--- src/rtl/artemis_rst_pkg.sv ---
// artemis_rst_pkg -- shared types and defaults for the ARTEMIS reset sequencer.
//   state_t      : sequencer states
//   rst_outs_t   : registered output bundle, produced by decode()
//   DEF_*        : default values for the five sequencer parameters
//   cnt_width()  : width of the shared down-counter for a given set of loads
package artemis_rst_pkg;

  localparam int DEF_PLL_RST_CYCLES      = 16;
  localparam int DEF_LOCK_STABLE_CYCLES  = 1024;
  localparam int DEF_LOCK_TIMEOUT_CYCLES = 65536;
  localparam int DEF_DDR_RST_CYCLES      = 64;
  localparam int DEF_MAX_RETRIES         = 3;

  localparam int RETRY_W = 2;

  typedef enum logic [2:0] {
    S_PLL_RST,
    S_WAIT_LOCK,
    S_STABLE,
    S_DDR_RST,
    S_WAIT_CALIB,
    S_RUN,
    S_FAULT
  } state_t;

  typedef struct packed {
    logic pll_rst;
    logic ddr3_rst;
    logic sys_rst;
    logic ready;
    logic fault;
  } rst_outs_t;

  // Output levels are a pure function of the state.
  function automatic rst_outs_t decode(state_t s);
    rst_outs_t o;
    o.pll_rst  = (s == S_PLL_RST);
    o.ddr3_rst = !((s == S_WAIT_CALIB) || (s == S_RUN));
    o.sys_rst  = (s != S_RUN);
    o.ready    = (s == S_RUN);
    o.fault    = (s == S_FAULT);
    return o;
  endfunction

  // Counter must hold the largest reload value.
  function automatic int cnt_width(int a, int b, int c, int d);
    int m;
    m = a;
    if (b > m) m = b;
    if (c > m) m = c;
    if (d > m) m = d;
    return $clog2(m + 1);
  endfunction

endpackage

--- src/rtl/artemis_rst_seq_if.sv ---
// artemis_rst_seq_if -- status/control bundle between the reset sequencer and
// the PLL / DDR3 / fabric it supervises.
//   pll_locked, calib_done : raw status inputs (asynchronous to clk)
//   pll_rst, ddr3_rst, sys_rst, ready, fault, retry_count : sequencer outputs
//   modport master : the sequencer
//   modport slave  : the supervised environment
interface artemis_rst_seq_if;
  import artemis_rst_pkg::*;

  logic               pll_locked;
  logic               calib_done;
  logic               pll_rst;
  logic               ddr3_rst;
  logic               sys_rst;
  logic               ready;
  logic               fault;
  logic [RETRY_W-1:0] retry_count;

  modport master (
    input  pll_locked, calib_done,
    output pll_rst, ddr3_rst, sys_rst, ready, fault, retry_count
  );

  modport slave (
    output pll_locked, calib_done,
    input  pll_rst, ddr3_rst, sys_rst, ready, fault, retry_count
  );
endinterface

--- src/rtl/artemis_sync2.sv ---
// artemis_sync2 -- 1-bit two-flop synchronizer with synchronous active-high
// clear.
//   clk : destination clock
//   rst : synchronous clear, both flops to 0
//   d   : asynchronous input
//   q   : synchronized output, two clk cycles of latency
module artemis_sync2 (
  input  logic clk,
  input  logic rst,
  input  logic d,
  output logic q
);
  logic meta;

  always_ff @(posedge clk) begin
    if (rst) begin
      meta <= 1'b0;
      q    <= 1'b0;
    end else begin
      meta <= d;
      q    <= meta;
    end
  end
endmodule

--- src/rtl/artemis_rst_seq.sv ---
// artemis_rst_seq -- power-up reset sequencer for PLL, DDR3 controller and
// system fabric.
//   clk : reference clock, independent of the PLL
//   rst : synchronous active-high reset
//   io  : artemis_rst_seq_if.master (pll_locked, calib_done in;
//         pll_rst, ddr3_rst, sys_rst, ready, fault, retry_count out)
// Sequence: PLL reset pulse -> wait for lock -> lock must stay up for a
// stability window -> DDR3 reset hold -> (optional calibration wait) -> run.
// Lock/calibration timeouts retry from the PLL reset up to MAX_RETRIES times,
// after which the block parks in S_FAULT until rst.
// Build option: define ARTEMIS_RST_CALIB_WAIT_EN to wait for calib_done after
// the DDR3 reset hold; otherwise calib_done is ignored.
module artemis_rst_seq
  import artemis_rst_pkg::*;
#(
  parameter int PLL_RST_CYCLES      = DEF_PLL_RST_CYCLES,
  parameter int LOCK_STABLE_CYCLES  = DEF_LOCK_STABLE_CYCLES,
  parameter int LOCK_TIMEOUT_CYCLES = DEF_LOCK_TIMEOUT_CYCLES,
  parameter int DDR_RST_CYCLES      = DEF_DDR_RST_CYCLES,
  parameter int MAX_RETRIES         = DEF_MAX_RETRIES
) (
  input  logic              clk,
  input  logic              rst,
  artemis_rst_seq_if.master io
);

  localparam int CNT_W = cnt_width(PLL_RST_CYCLES, LOCK_STABLE_CYCLES,
                                   LOCK_TIMEOUT_CYCLES, DDR_RST_CYCLES);

  localparam logic [CNT_W-1:0]   LD_PLL    = CNT_W'(PLL_RST_CYCLES);
  localparam logic [CNT_W-1:0]   LD_STABLE = CNT_W'(LOCK_STABLE_CYCLES);
  localparam logic [CNT_W-1:0]   LD_TO     = CNT_W'(LOCK_TIMEOUT_CYCLES);
  localparam logic [CNT_W-1:0]   LD_DDR    = CNT_W'(DDR_RST_CYCLES);
  localparam logic [CNT_W-1:0]   CNT_ONE   = CNT_W'(1);
  localparam logic [RETRY_W-1:0] RETRY_MAX = RETRY_W'(MAX_RETRIES);

  if (MAX_RETRIES < 0 || MAX_RETRIES > 3) begin : g_bad_retries
    $error("artemis_rst_seq: MAX_RETRIES must be in 0..3");
  end
  if (PLL_RST_CYCLES < 1 || LOCK_STABLE_CYCLES < 1 ||
      LOCK_TIMEOUT_CYCLES < 1 || DDR_RST_CYCLES < 1) begin : g_bad_cycles
    $error("artemis_rst_seq: cycle parameters must be at least 1");
  end

  logic lock_s;
  logic calib_s;

  artemis_sync2 u_sync_lock (.clk(clk), .rst(rst), .d(io.pll_locked), .q(lock_s));

`ifdef ARTEMIS_RST_CALIB_WAIT_EN
  artemis_sync2 u_sync_calib (.clk(clk), .rst(rst), .d(io.calib_done), .q(calib_s));
  localparam state_t DDR_NEXT = S_WAIT_CALIB;
`else
  logic calib_unused;
  assign calib_unused = io.calib_done;
  assign calib_s      = 1'b0;
  localparam state_t DDR_NEXT = S_RUN;
`endif

  state_t             state;
  logic [CNT_W-1:0]   cnt;
  logic [RETRY_W-1:0] retry;
  rst_outs_t          outs;

  // Timeout target: retry from the PLL pulse, or give up once retries are spent.
  state_t             to_next;
  logic [RETRY_W-1:0] retry_inc;
  assign to_next   = (retry == RETRY_MAX) ? S_FAULT : S_PLL_RST;
  assign retry_inc = (retry == RETRY_MAX) ? retry : retry + RETRY_W'(1);

  // Counter reload for each state; S_RUN/S_FAULT do not count.
  function automatic logic [CNT_W-1:0] load(state_t s);
    case (s)
      S_PLL_RST:                 load = LD_PLL;
      S_WAIT_LOCK, S_WAIT_CALIB: load = LD_TO;
      S_STABLE:                  load = LD_STABLE;
      S_DDR_RST:                 load = LD_DDR;
      default:                   load = CNT_ONE;
    endcase
  endfunction

  always_ff @(posedge clk) begin
    if (rst) begin
      state <= S_PLL_RST;
      cnt   <= LD_PLL;
      retry <= '0;
      outs  <= decode(S_PLL_RST);
    end else begin
      case (state)
        S_PLL_RST: begin
          if (cnt == CNT_ONE) begin
            state <= S_WAIT_LOCK; cnt <= LD_TO; outs <= decode(S_WAIT_LOCK);
          end else cnt <= cnt - CNT_ONE;
        end
        S_WAIT_LOCK: begin
          if (lock_s) begin
            state <= S_STABLE; cnt <= LD_STABLE; outs <= decode(S_STABLE);
          end else if (cnt == CNT_ONE) begin
            state <= to_next; cnt <= load(to_next); outs <= decode(to_next);
            retry <= retry_inc;
          end else cnt <= cnt - CNT_ONE;
        end
        S_STABLE: begin
          // A dropout restarts the lock wait with a fresh timeout, no retry taken.
          if (!lock_s) begin
            state <= S_WAIT_LOCK; cnt <= LD_TO; outs <= decode(S_WAIT_LOCK);
          end else if (cnt == CNT_ONE) begin
            state <= S_DDR_RST; cnt <= LD_DDR; outs <= decode(S_DDR_RST);
          end else cnt <= cnt - CNT_ONE;
        end
        S_DDR_RST: begin
          if (cnt == CNT_ONE) begin
            state <= DDR_NEXT; cnt <= load(DDR_NEXT); outs <= decode(DDR_NEXT);
          end else cnt <= cnt - CNT_ONE;
        end
        S_WAIT_CALIB: begin
          // Lock loss outranks both calibration and timeout.
          if (!lock_s) begin
            state <= S_PLL_RST; cnt <= LD_PLL; outs <= decode(S_PLL_RST);
            retry <= '0;
          end else if (calib_s) begin
            state <= S_RUN; cnt <= CNT_ONE; outs <= decode(S_RUN);
          end else if (cnt == CNT_ONE) begin
            state <= to_next; cnt <= load(to_next); outs <= decode(to_next);
            retry <= retry_inc;
          end else cnt <= cnt - CNT_ONE;
        end
        S_RUN: begin
          if (!lock_s) begin
            state <= S_PLL_RST; cnt <= LD_PLL; outs <= decode(S_PLL_RST);
            retry <= '0;
          end
        end
        S_FAULT: ;
        default: begin
          state <= S_PLL_RST; cnt <= LD_PLL; outs <= decode(S_PLL_RST);
          retry <= '0;
        end
      endcase
    end
  end

  assign io.pll_rst     = outs.pll_rst;
  assign io.ddr3_rst    = outs.ddr3_rst;
  assign io.sys_rst     = outs.sys_rst;
  assign io.ready       = outs.ready;
  assign io.fault       = outs.fault;
  assign io.retry_count = retry;

endmodule
--- src/flat_wrapper.sv ---
// flat-port wrapper written by rule: the top's interface ports become plain ports
module artemis_rst_seq_flat import artemis_rst_pkg::*;
#(
  parameter int PLL_RST_CYCLES      = DEF_PLL_RST_CYCLES,
  parameter int LOCK_STABLE_CYCLES  = DEF_LOCK_STABLE_CYCLES,
  parameter int LOCK_TIMEOUT_CYCLES = DEF_LOCK_TIMEOUT_CYCLES,
  parameter int DDR_RST_CYCLES      = DEF_DDR_RST_CYCLES,
  parameter int MAX_RETRIES         = DEF_MAX_RETRIES
)
  (clk, rst, io_pll_locked, io_calib_done, io_pll_rst, io_ddr3_rst, io_sys_rst, io_ready, io_fault, io_retry_count);
  artemis_rst_seq_if io_i ();
  input  logic clk;
  input  logic rst;
  input wire logic [$bits(io_i.pll_locked)-1:0] io_pll_locked;
  input wire logic [$bits(io_i.calib_done)-1:0] io_calib_done;
  output wire logic [$bits(io_i.pll_rst)-1:0] io_pll_rst;
  output wire logic [$bits(io_i.ddr3_rst)-1:0] io_ddr3_rst;
  output wire logic [$bits(io_i.sys_rst)-1:0] io_sys_rst;
  output wire logic [$bits(io_i.ready)-1:0] io_ready;
  output wire logic [$bits(io_i.fault)-1:0] io_fault;
  output wire logic [$bits(io_i.retry_count)-1:0] io_retry_count;
  assign io_i.pll_locked = io_pll_locked;
  assign io_i.calib_done = io_calib_done;
  assign io_pll_rst = io_i.pll_rst;
  assign io_ddr3_rst = io_i.ddr3_rst;
  assign io_sys_rst = io_i.sys_rst;
  assign io_ready = io_i.ready;
  assign io_fault = io_i.fault;
  assign io_retry_count = io_i.retry_count;
  artemis_rst_seq #(.PLL_RST_CYCLES(PLL_RST_CYCLES), .LOCK_STABLE_CYCLES(LOCK_STABLE_CYCLES), .LOCK_TIMEOUT_CYCLES(LOCK_TIMEOUT_CYCLES), .DDR_RST_CYCLES(DDR_RST_CYCLES), .MAX_RETRIES(MAX_RETRIES)) u_core (.clk(clk), .rst(rst), .io(io_i));
endmodule
--- config.mk ---
export PLATFORM = sky130hd
export DESIGN_NAME = artemis_rst_seq_flat
export DESIGN_NICKNAME = d
export VERILOG_FILES = /design/src/rtl/artemis_rst_pkg.sv /design/src/rtl/artemis_rst_seq_if.sv /design/src/rtl/artemis_sync2.sv /design/src/rtl/artemis_rst_seq.sv /design/src/flat_wrapper.sv
export SDC_FILE = /design/constraint.sdc
export NUM_CORES = 1
export LEC_CHECK = 0
export CAP_MARGIN = 5
export CORE_ASPECT_RATIO = 1.4
export CORE_MARGIN = 3
export CORE_UTILIZATION = 40
export DETAILED_ROUTE_END_ITERATION = 10
export PLACE_DENSITY_LB_ADDON = 0.05
export SYNTH_ARGS = -nofsm -noshare
export SYNTH_HDL_FRONTEND = slang
export SYNTH_SLANG_ARGS = --single-unit
--- constraint.sdc ---
create_clock -name clk -period 2.54 [get_ports clk]
set_input_delay 0.508 -clock clk [delete_from_list [all_inputs] [get_ports clk]]
set_output_delay 0.508 -clock clk [all_outputs]
set_load 0.02 [all_outputs]
==> flow_metrics.py, run 1 <==
metrics = {
    "min_path": {
        "worstHoldPathType": "reg -> reg",
        "min_delay_path_depth": 1,
    },
    "critical_path": {
        "critical_path.slowest_cell": "or4_4",
        "critical_path.max_stage_delay_ns": 0.56,
        "critPathArrivalTime_ns": 2.65,
        "timing.critical_path.buf_inv": 0,
        "worstPathCellList": "or4_4 > or4b_4 > or2_1 > or3_1 > a31oi_1 > o211a_1",
        "worst_r2r_path_depth": 6,
        "critical_path_cell_count": 6,
        "startpoint_type": "flop",
        "crit_type": "reg -> reg",
        "rrSetupSlack_ns": 0.12,
        "path_max_fanout": 5,
        "cpLargestDelayFamily": "simple AND/OR/NAND/NOR gates",
        "r2r_end": "u_core.state[1]",
        "timing.rr.start": "u_core.cnt[9]",
        "critical_path.endpoint_type": "flop",
        "crit_path_end": "u_core.state[1]",
        "required_ns": 2.77,
        "crit_start": "u_core.cnt[9]",
    },
    "clock_network": {
        "setup_repair_bufs_after_cts": 0,
        "ctsHoldBuffers": 0,
        "post_cts.resized_instances": 0,
        "tritoncts": "done",
        "clkSlewWorstSetupHoldPaths_ns": 0.06,
        "max-clock-path-buffers": 2,
        "cts_sinks": 29,
        "htreeDepth": 2,
        "clk-insertion-delay-late_ns": 0.28,
        "cts.root.buffer_cell": "clkbuf_8",
        "cts-buffers-inserted": 5,
    },
    "drt": {
        "drtAntennaViolNets": 0,
        "drc": 0,
        "firstDrtPassIters": 4,
        "via_count": 1781,
        "detail_route.vias_per_cell": 5.62,
        "route.detailed.wl_per_inst_um": 14.9,
        "drt_first_iter_violations": 107,
        "final_wirelength_um": 4740,
    },
    "grt": {
        "first_global_vias": 1730,
        "grt_first_pass_wirelength_um": 8260,
        "grt_overflow": 0,
        "grt_start_max_net_pins": 31,
        "track_usage": 0.194,
        "initial_antenna_violation_count": 0,
    },
    "sta": {
        "total_negative_setup_slack_ns": 0,
        "finalCritPeriodShare": 0.953,
        "finalSetupViolations": 0,
        "finalHoldViolCount": 0,
        "worst-slew-pin-transition_ns": 0.944,
        "max_slew_violation_count": 0,
        "timing.fmax_mhz": 413,
        "timing.clock.skew_ns": 0.00529,
        "slew_headroom": 0.366,
        "grt_setup_unrepaired": "no",
        "period_minus_slack_ns": 2.42,
    },
    "synthesis": {
        "synth_cell_type_count": 49,
        "synth-edff-count": 0,
        "syn_inst": 239,
        "synthesis.area_per_instance_sq_um": 7.48,
        "dominantRegCellSynth": "dfxtp_1",
        "syn-cell-area_sq_mm": 0.00179,
        "syn-num-nets": 245,
        "fraction_of_registers_with_async_set_reset": 0,
        "synth_seq_area_share": 0.325,
        "synth_seq_cells": 29,
        "yosys_warnings": 0,
    },
    "floorplan": {
        "fp-row-count": 28,
        "core-area_sq_mm": 0.00427,
        "die_x_um": 62.5,
        "die_y_um": 85.1,
        "io-pin-count": 11,
        "design.die.area_sq_mm": 0.00532,
        "start_util": 0.418,
    },
    "finish": {
        "flow.area_growth_from_synthesis_pct": 17.0,
        "drive_above_1_share": 0.101,
        "num-nets-final": 262,
        "fillers": 474,
        "postLayoutCoreUtil": 0.489,
        "antennaDiodeCount": 0,
        "layout.cells.most_common": "dfxtp_1",
        "layout_common_cells": "29 x dfxtp_1, 28 x nor2_1, 21 x a21oi_1",
    },
    "power": {
        "power.total_mw": 1.67,
        "cellLeakagePower_nw": 0.823,
        "powerDensity_mw_per_mm2": 797,
        "peakVddDrop_mv": 0.247,
    },
    "place": {
        "gp_routability_congestion": 0.807,
        "numPortBuffers": 9,
        "detailed_placement_hpwl_um": 3410,
    },
    "outcome": {
        "status": "completed",
    },
    "job": {
        "max-cap-violations": 0,
    },
}
## area by class of cell
type                       count  area, sq um  share of cell area
timing repair buffer          25          210               0.100
multi-input combinational    189         1120               0.537
tap                           60         75.1              0.0359
clock buffer                   8         80.1              0.0383
sequential                    29          581               0.278
inverter                       6         22.5              0.0108
## per-stage QoR
| stage | setup WS [ns] | std cells | hold WS, ns | cell area, sq um |
|---|---|---|---|---|
| global route | 0.0309 | 317 | 0.466 | 2090 |
| finish | 0.120 | 317 | 0.439 | 2090 |
| CTS | 0.129 | 317 | 0.440 | 2090 |
| detailed placement | 0.144 | 309 | 0.424 | 2010 |
| floorplan | 0.189 | 239 | 0.414 | 1790 |
| global placement | 0.143 | 309 | 0.416 | 2010 |
## worst min-delay path by stage
stage,start,slack [ns],end
finish,u_core.u_sync_lock.meta,0.44,u_core.u_sync_lock.q
global route,u_core.u_sync_lock.meta,0.47,u_core.u_sync_lock.q
CTS,u_core.u_sync_lock.meta,0.44,u_core.u_sync_lock.q
detailed placement,u_core.u_sync_lock.meta,0.42,u_core.u_sync_lock.q
global placement,u_core.u_sync_lock.meta,0.42,u_core.u_sync_lock.q
floorplan,u_core.u_sync_lock.meta,0.41,u_core.u_sync_lock.q
## state kept, by name, summed over array words and instances (netlist names)
signal,flops
u_core.io.ddr3_rst,1
u_core.u_sync_lock.q,1
u_core.state,3
u_core.io.retry_count,2
u_core.cnt,17
u_core.io.fault,1
u_core.u_sync_lock.meta,1
u_core.io.ready,1
u_core.io.pll_rst,1
u_core.io.sys_rst,1
## cell usage after synthesis, types with 7 or more instances
cell type,count,area [sq um]
nor3_1,13,65.1
clkbuf_1,12,45.0
nand3_1,7,35.0
o21ai_0,16,80.1
nor2_1,28,105
dfxtp_1,29,581
a21oi_1,21,105
a31oi_1,10,62.6
nand2b_1,12,75.1
nand2_1,15,56.3
## logic make-up (layout without fill, tap and decap cells)
group,after synthesis,count (layout),synth area share
compound gates,78,78,0.281
xor+xnor,10,10,0.0490
fa+ha+maj,3,3,0.0196
buf+inv,21,39,0.0469
flops,29,29,0.325
mux,1,1,0.00560
simple gates,97,97,0.274
## metal layers
metal / part of all wire / routed length [um] / vias to the layer above / global-route usage
met2: 0.54 / 2540 / 23 / 0.352
met1: 0.42 / 2000 / 850 / 0.225
met5: 0 / 0 / - / 0
met4: 0.015 / 69 / 0 / 0.0703
met3: 0.026 / 125 / 7 / 0.0371
li1: - / - / 901 / -
## where the power goes
| part | switching (mW) | internal (mW) | leakage (nW) |
|---|---|---|---|
| logic | 0.323 | 0.319 | 0.547 |
| clock network | 0.171 | 0.194 | 0.0395 |
| registers | 0.102 | 0.557 | 0.237 |
| total | 0.596 | 1.07 | 0.823 |
Power figures use the tool's default switching activity.
==> run 2, diff against run 1 <==
GPL_ROUTABILITY_DRIVEN = 0   (was not set)
SLEW_MARGIN = 40   (was not set)
==> run 2 against run 1 <==
Register-to-register slack is essentially flat. Routed wire length is essentially flat. Die area stayed put. Power about the same. Largest power group unchanged.
==> flow_metrics.py, run 2 (synthesis gave the netlist of run 1 again) <==
metrics = {
    "outcome": {
        "status": "completed",
    },
    "finish": {
        "antennaDiodeCount": 0,
        "flow.area_growth_from_synthesis_pct": 17.3,
        "final_area_sq_mm": 0.00210,
        "multi_input_combinational_cell_area_sq_mm": 0.00113,
        "layout.cells.most_common": "dfxtp_1",
        "drive_above_1_share": 0.105,
        "regMostFlops": "u_core.cnt",
        "layout_common_cells": "29 x dfxtp_1, 28 x nor2_1, 21 x a21oi_1",
        "num-nets-final": 262,
        "largest_register_ffs": 17,
        "fillers": 462,
        "register_area_sq_um": 581,
    },
    "min_path": {
        "holdCritStartpoint": "u_core.io.sys_rst",
        "whs_endpoint": "u_core.io.sys_rst",
        "worstHoldPathType": "reg -> reg",
        "min_delay_path_depth": 2,
    },
    "power": {
        "powerDensity_mw_per_mm2": 794,
        "power_report.internal_total_mw": 1.07,
        "power.total_mw": 1.67,
        "power_frac_seq": 0.395,
        "peakVddDrop_mv": 0.273,
        "cellLeakagePower_nw": 0.824,
        "switchingPower_mw": 0.594,
        "comb_power_share": 0.388,
        "clock_group_share_of_total_power": 0.217,
        "power.switching_fraction": 0.357,
    },
    "drt": {
        "detail_route.vias_per_cell": 5.62,
        "route.detailed.wl_per_inst_um": 14.9,
        "drt_first_iter_violations": 95,
        "drc": 0,
        "final_wirelength_um": 4730,
        "via_count": 1782,
        "firstDrtPassIters": 4,
        "drtAntennaViolNets": 0,
    },
    "clock_network": {
        "setup_repair_bufs_after_cts": 0,
        "htreeDepth": 2,
        "clk-insertion-delay-late_ns": 0.28,
        "ctsHoldBuffers": 0,
        "cts-buffers-inserted": 5,
        "cts_sinks": 29,
        "post_cts.resized_instances": 0,
        "tritoncts": "done",
        "cts.root.buffer_cell": "clkbuf_8",
        "clkSlewWorstSetupHoldPaths_ns": 0.06,
        "max-clock-path-buffers": 2,
    },
    "critical_path": {
        "critical_path.endpoint_type": "flop",
        "crit_type": "reg -> reg",
        "critical_path.slowest_cell": "or4_4",
        "timing.rr.start": "u_core.cnt[9]",
        "startpoint_type": "flop",
        "worstPathCellList": "or4_4 > or4b_4 > or2_1 > or3_1 > a31oi_1 > o211a_1",
        "critical_path.max_stage_delay_ns": 0.56,
        "required_ns": 2.77,
        "timing.critical_path.buf_inv": 0,
        "path_max_fanout": 5,
        "critPathArrivalTime_ns": 2.64,
        "rrSetupSlack_ns": 0.13,
        "worst_r2r_path_depth": 6,
        "r2r_end": "u_core.state[1]",
        "cpLargestDelayFamily": "simple AND/OR/NAND/NOR gates",
    },
    "floorplan": {
        "design.die.area_sq_mm": 0.00532,
        "io-pin-count": 11,
        "start_util": 0.418,
        "core-area_sq_mm": 0.00427,
        "die_y_um": 85.1,
        "fp-row-count": 28,
        "die_x_um": 62.5,
    },
    "sta": {
        "grt_setup_unrepaired": "no",
        "total_negative_setup_slack_ns": 0,
        "period_minus_slack_ns": 2.41,
        "finalCritPeriodShare": 0.949,
        "worst-slew-pin-transition_ns": 0.558,
        "slew_headroom": 0.626,
        "max_slew_violation_count": 0,
        "timing.fmax_mhz": 415,
        "finalHoldViolCount": 0,
        "timing.clock.skew_ns": 0.00523,
        "finalSetupViolations": 0,
    },
    "grt": {
        "grt_overflow": 0,
        "grt_start_max_net_pins": 31,
        "grt_first_pass_wirelength_um": 8460,
        "initial_antenna_violation_count": 0,
        "track_usage": 0.199,
        "first_global_vias": 1767,
    },
    "place": {
        "numPortBuffers": 9,
        "detailed_placement_hpwl_um": 3370,
        "placed_instance_area_sq_mm": 0.00202,
    },
    "job": {
        "max-cap-violations": 0,
    },
}
## run 2: final cells by class
cell class                 instances  area share
clock buffer                       8      0.0382
inverter                           6      0.0107
multi-input combinational        189       0.538
sequential                        29       0.277
tap                               60      0.0358
timing repair buffer              25       0.100
## run 2: power groups by stage
stage	Combinational, mW	Sequential (mW)	Clock [mW]
final	0.647	0.657	0.362
after global routing	0.744	0.676	0.403
after CTS	0.650	0.657	0.382
after detailed placement	0.645	0.667	0
after global placement	0.644	0.667	0
after floorplan	0.477	0.655	0
## run 2: worst reg2reg max path, stage by stage, from the launching register on
cell and delay (ns):
dfxtp_1 0.31, or4_4 0.56, or4b_4 0.54, or2_1 0.27, or3_1 0.37, a31oi_1 0.16
o211a_1 0.15
## run 2: per-stage QoR
| stage | hold WS, ns | util | std cells | worst slack (ns) |
|---|---|---|---|---|
| 6_report | 0.441 | 0.491 | 317 | 0.130 |
| 3_5_place_dp | 0.425 | 0.472 | 309 | 0.143 |
| 4_1_cts | 0.441 | 0.491 | 317 | 0.130 |
| 5_1_grt | 0.463 | 0.491 | 317 | 0.0160 |
| 3_3_place_gp | 0.416 | 0.471 | 309 | 0.143 |
| 2_1_floorplan | 0.414 | - | 239 | 0.189 |
## run 2: worst max path at each step
stage / start / to / slack, ns / cells past startpoint
final: u_core.cnt[9] / u_core.state[1] / 0.13 / 6
after global placement: u_core.cnt[9] / u_core.state[1] / 0.14 / 6
after floorplan: u_core.cnt[9] / u_core.state[1] / 0.19 / 6
after CTS: u_core.cnt[9] / u_core.state[1] / 0.13 / 6
after global routing: u_core.cnt[9] / u_core.cnt[0] / 0.02 / 7
after detailed placement: u_core.cnt[9] / u_core.state[1] / 0.14 / 6
## run 2: layer usage
metal | track usage | routed length [um] | vias up | share of wire
met3 | 0.0503 | 243 | 7 | 0.051
met2 | 0.357 | 2540 | 45 | 0.54
met5 | 0 | 0 | - | 0
met4 | 0.0763 | 75 | 0 | 0.016
met1 | 0.224 | 1880 | 829 | 0.40
li1 | - | - | 901 | -
==> run 3, diff against run 2 <==
MAX_ROUTING_LAYER = met4   (was not set)
==> run 3 against run 2 <==
Routed wire length is essentially flat. Core utilization unchanged. Critical endpoint unchanged. Die area is the same. Largest cell class unchanged. Sequential power is essentially flat.
==> flow_metrics.py, run 3 (synthesis gave the netlist of run 1 again) <==
metrics = {
    "outcome": {
        "status": "completed",
    },
    "critical_path": {
        "rrSetupSlack_ns": 0.13,
        "critical_path.max_stage_delay_ns": 0.56,
        "worst_r2r_path_depth": 6,
        "worstPathCellList": "or4_4 > or4b_4 > or2_1 > or3_1 > a31oi_1 > o211a_1",
        "r2r_end": "u_core.state[1]",
        "path_max_fanout": 5,
        "required_ns": 2.77,
        "crit_type": "reg -> reg",
        "critical_path.endpoint_type": "flop",
        "critPathArrivalTime_ns": 2.64,
        "startpoint_type": "flop",
        "critical_path.slowest_cell": "or4_4",
        "crit_start": "u_core.cnt[9]",
        "timing.rr.start": "u_core.cnt[9]",
        "crit_path_end": "u_core.state[1]",
    },
    "clock_network": {
        "post_cts.resized_instances": 0,
        "tritoncts": "done",
        "cts.root.buffer_cell": "clkbuf_8",
        "clk-insertion-delay-late_ns": 0.28,
        "setup_repair_bufs_after_cts": 0,
        "ctsHoldBuffers": 0,
        "clkSlewWorstSetupHoldPaths_ns": 0.06,
        "max-clock-path-buffers": 2,
        "cts_sinks": 29,
        "htreeDepth": 2,
        "cts-buffers-inserted": 5,
    },
    "finish": {
        "layout_common_cells": "29 x dfxtp_1, 28 x nor2_1, 21 x a21oi_1",
        "largest_register_ffs": 17,
        "instances_no_fill": 317,
        "flow.area_growth_from_synthesis_pct": 17.3,
        "layout.cells.most_common": "dfxtp_1",
        "postLayoutCoreUtil": 0.491,
        "antennaDiodeCount": 0,
        "drive_above_1_share": 0.105,
        "regMostFlops": "u_core.cnt",
        "num-nets-final": 262,
    },
    "drt": {
        "final_wirelength_um": 4730,
        "met3WireLength_um": 225,
        "detail_route.vias_per_cell": 5.63,
        "met1_length_um": 1920,
        "drtAntennaViolNets": 0,
        "via_count": 1786,
        "firstDrtPassIters": 4,
        "drc": 0,
        "route.detailed.wl_per_inst_um": 14.9,
        "wl_met2_um": 2500,
        "highest-signal-layer": "met4",
        "drt_first_iter_violations": 88,
    },
    "sta": {
        "finalSetupViolations": 0,
        "grt_setup_unrepaired": "no",
        "timing.clock.skew_ns": 0.00720,
        "period_minus_slack_ns": 2.41,
        "timing.hold.ws_ns": 0.441,
        "total_negative_setup_slack_ns": 0,
        "finalHoldViolCount": 0,
        "max_slew_violation_count": 0,
        "timing.fmax_mhz": 415,
        "finalCritPeriodShare": 0.948,
        "worst-slew-pin-transition_ns": 0.557,
        "slew_headroom": 0.627,
    },
    "power": {
        "cellLeakagePower_nw": 0.824,
        "comb_power_share": 0.387,
        "switchingPower_mw": 0.598,
        "power.total_mw": 1.67,
        "power.switching_fraction": 0.358,
        "clock_group_share_of_total_power": 0.219,
        "powerDensity_mw_per_mm2": 796,
        "power_report.internal_total_mw": 1.07,
        "peakVddDrop_mv": 0.273,
        "power_frac_seq": 0.394,
    },
    "floorplan": {
        "die_y_um": 85.1,
        "io-pin-count": 11,
        "start_util": 0.418,
        "core-area_sq_mm": 0.00427,
        "design.die.area_sq_mm": 0.00532,
        "die_x_um": 62.5,
        "fp-row-count": 28,
    },
    "grt": {
        "grt_first_pass_wirelength_um": 8470,
        "initial_antenna_violation_count": 0,
        "grt_overflow": 0,
        "track_usage": 0.204,
        "first_global_vias": 1766,
        "grt_start_max_net_pins": 31,
    },
    "place": {
        "detailed_placement_hpwl_um": 3370,
        "numPortBuffers": 9,
        "placed_insts": 309,
    },
    "job": {
        "max-cap-violations": 0,
    },
    "min_path": {
        "worstHoldPathType": "reg -> reg",
        "min_delay_path_depth": 2,
    },
}
## run 3: through the flow
| stage | instance area (sq um) | worst slack [ns] |
|---|---|---|
| global placement | 2010 | 0.143 |
| floorplan | 1790 | 0.189 |
| detailed placement | 2020 | 0.143 |
| global route | 2100 | 0.0160 |
| CTS | 2100 | 0.130 |
| finish | 2100 | 0.132 |
## run 3: worst min path at each step
stage,from,to,slack (ns)
finish,u_core.io.sys_rst,u_core.io.sys_rst,0.44
CTS,u_core.u_sync_lock.meta,u_core.u_sync_lock.q,0.44
global placement,u_core.u_sync_lock.meta,u_core.u_sync_lock.q,0.42
global route,u_core.u_sync_lock.meta,u_core.u_sync_lock.q,0.46
detailed placement,u_core.u_sync_lock.meta,u_core.u_sync_lock.q,0.42
floorplan,u_core.u_sync_lock.meta,u_core.u_sync_lock.q,0.41
## run 3: worst max-delay path, delay by kind of cell, from the launching register on
family	cells	cell delay [ns]
simple gates	4	1.74
flops	1	0.31
compound gates	2	0.31
## run 3: power by group through the flow
stage | clock [mW] | sequential [mW] | combinational [mW]
after global routing | 0.400 | 0.676 | 0.744
final | 0.365 | 0.658 | 0.647
after CTS | 0.382 | 0.657 | 0.650
after global placement | 0 | 0.667 | 0.644
after floorplan | 0 | 0.655 | 0.477
after detailed placement | 0 | 0.667 | 0.645
## run 3: layout make-up
type / count / area, sq um
Clock buffer: 8 / 80.1
Tap cell: 60 / 75.1
Multi-Input combinational cell: 189 / 1130
Fill cell: 462 / 2180
Sequential cell: 29 / 581
Inverter: 6 / 22.5
Timing Repair Buffer: 25 / 210
## run 3: metal layers
metal  vias up  global-route usage
met5         -                   -
met4         0              0.0884
met3         9              0.0384
met2        37               0.357
met1       843               0.224
li1        897                   -
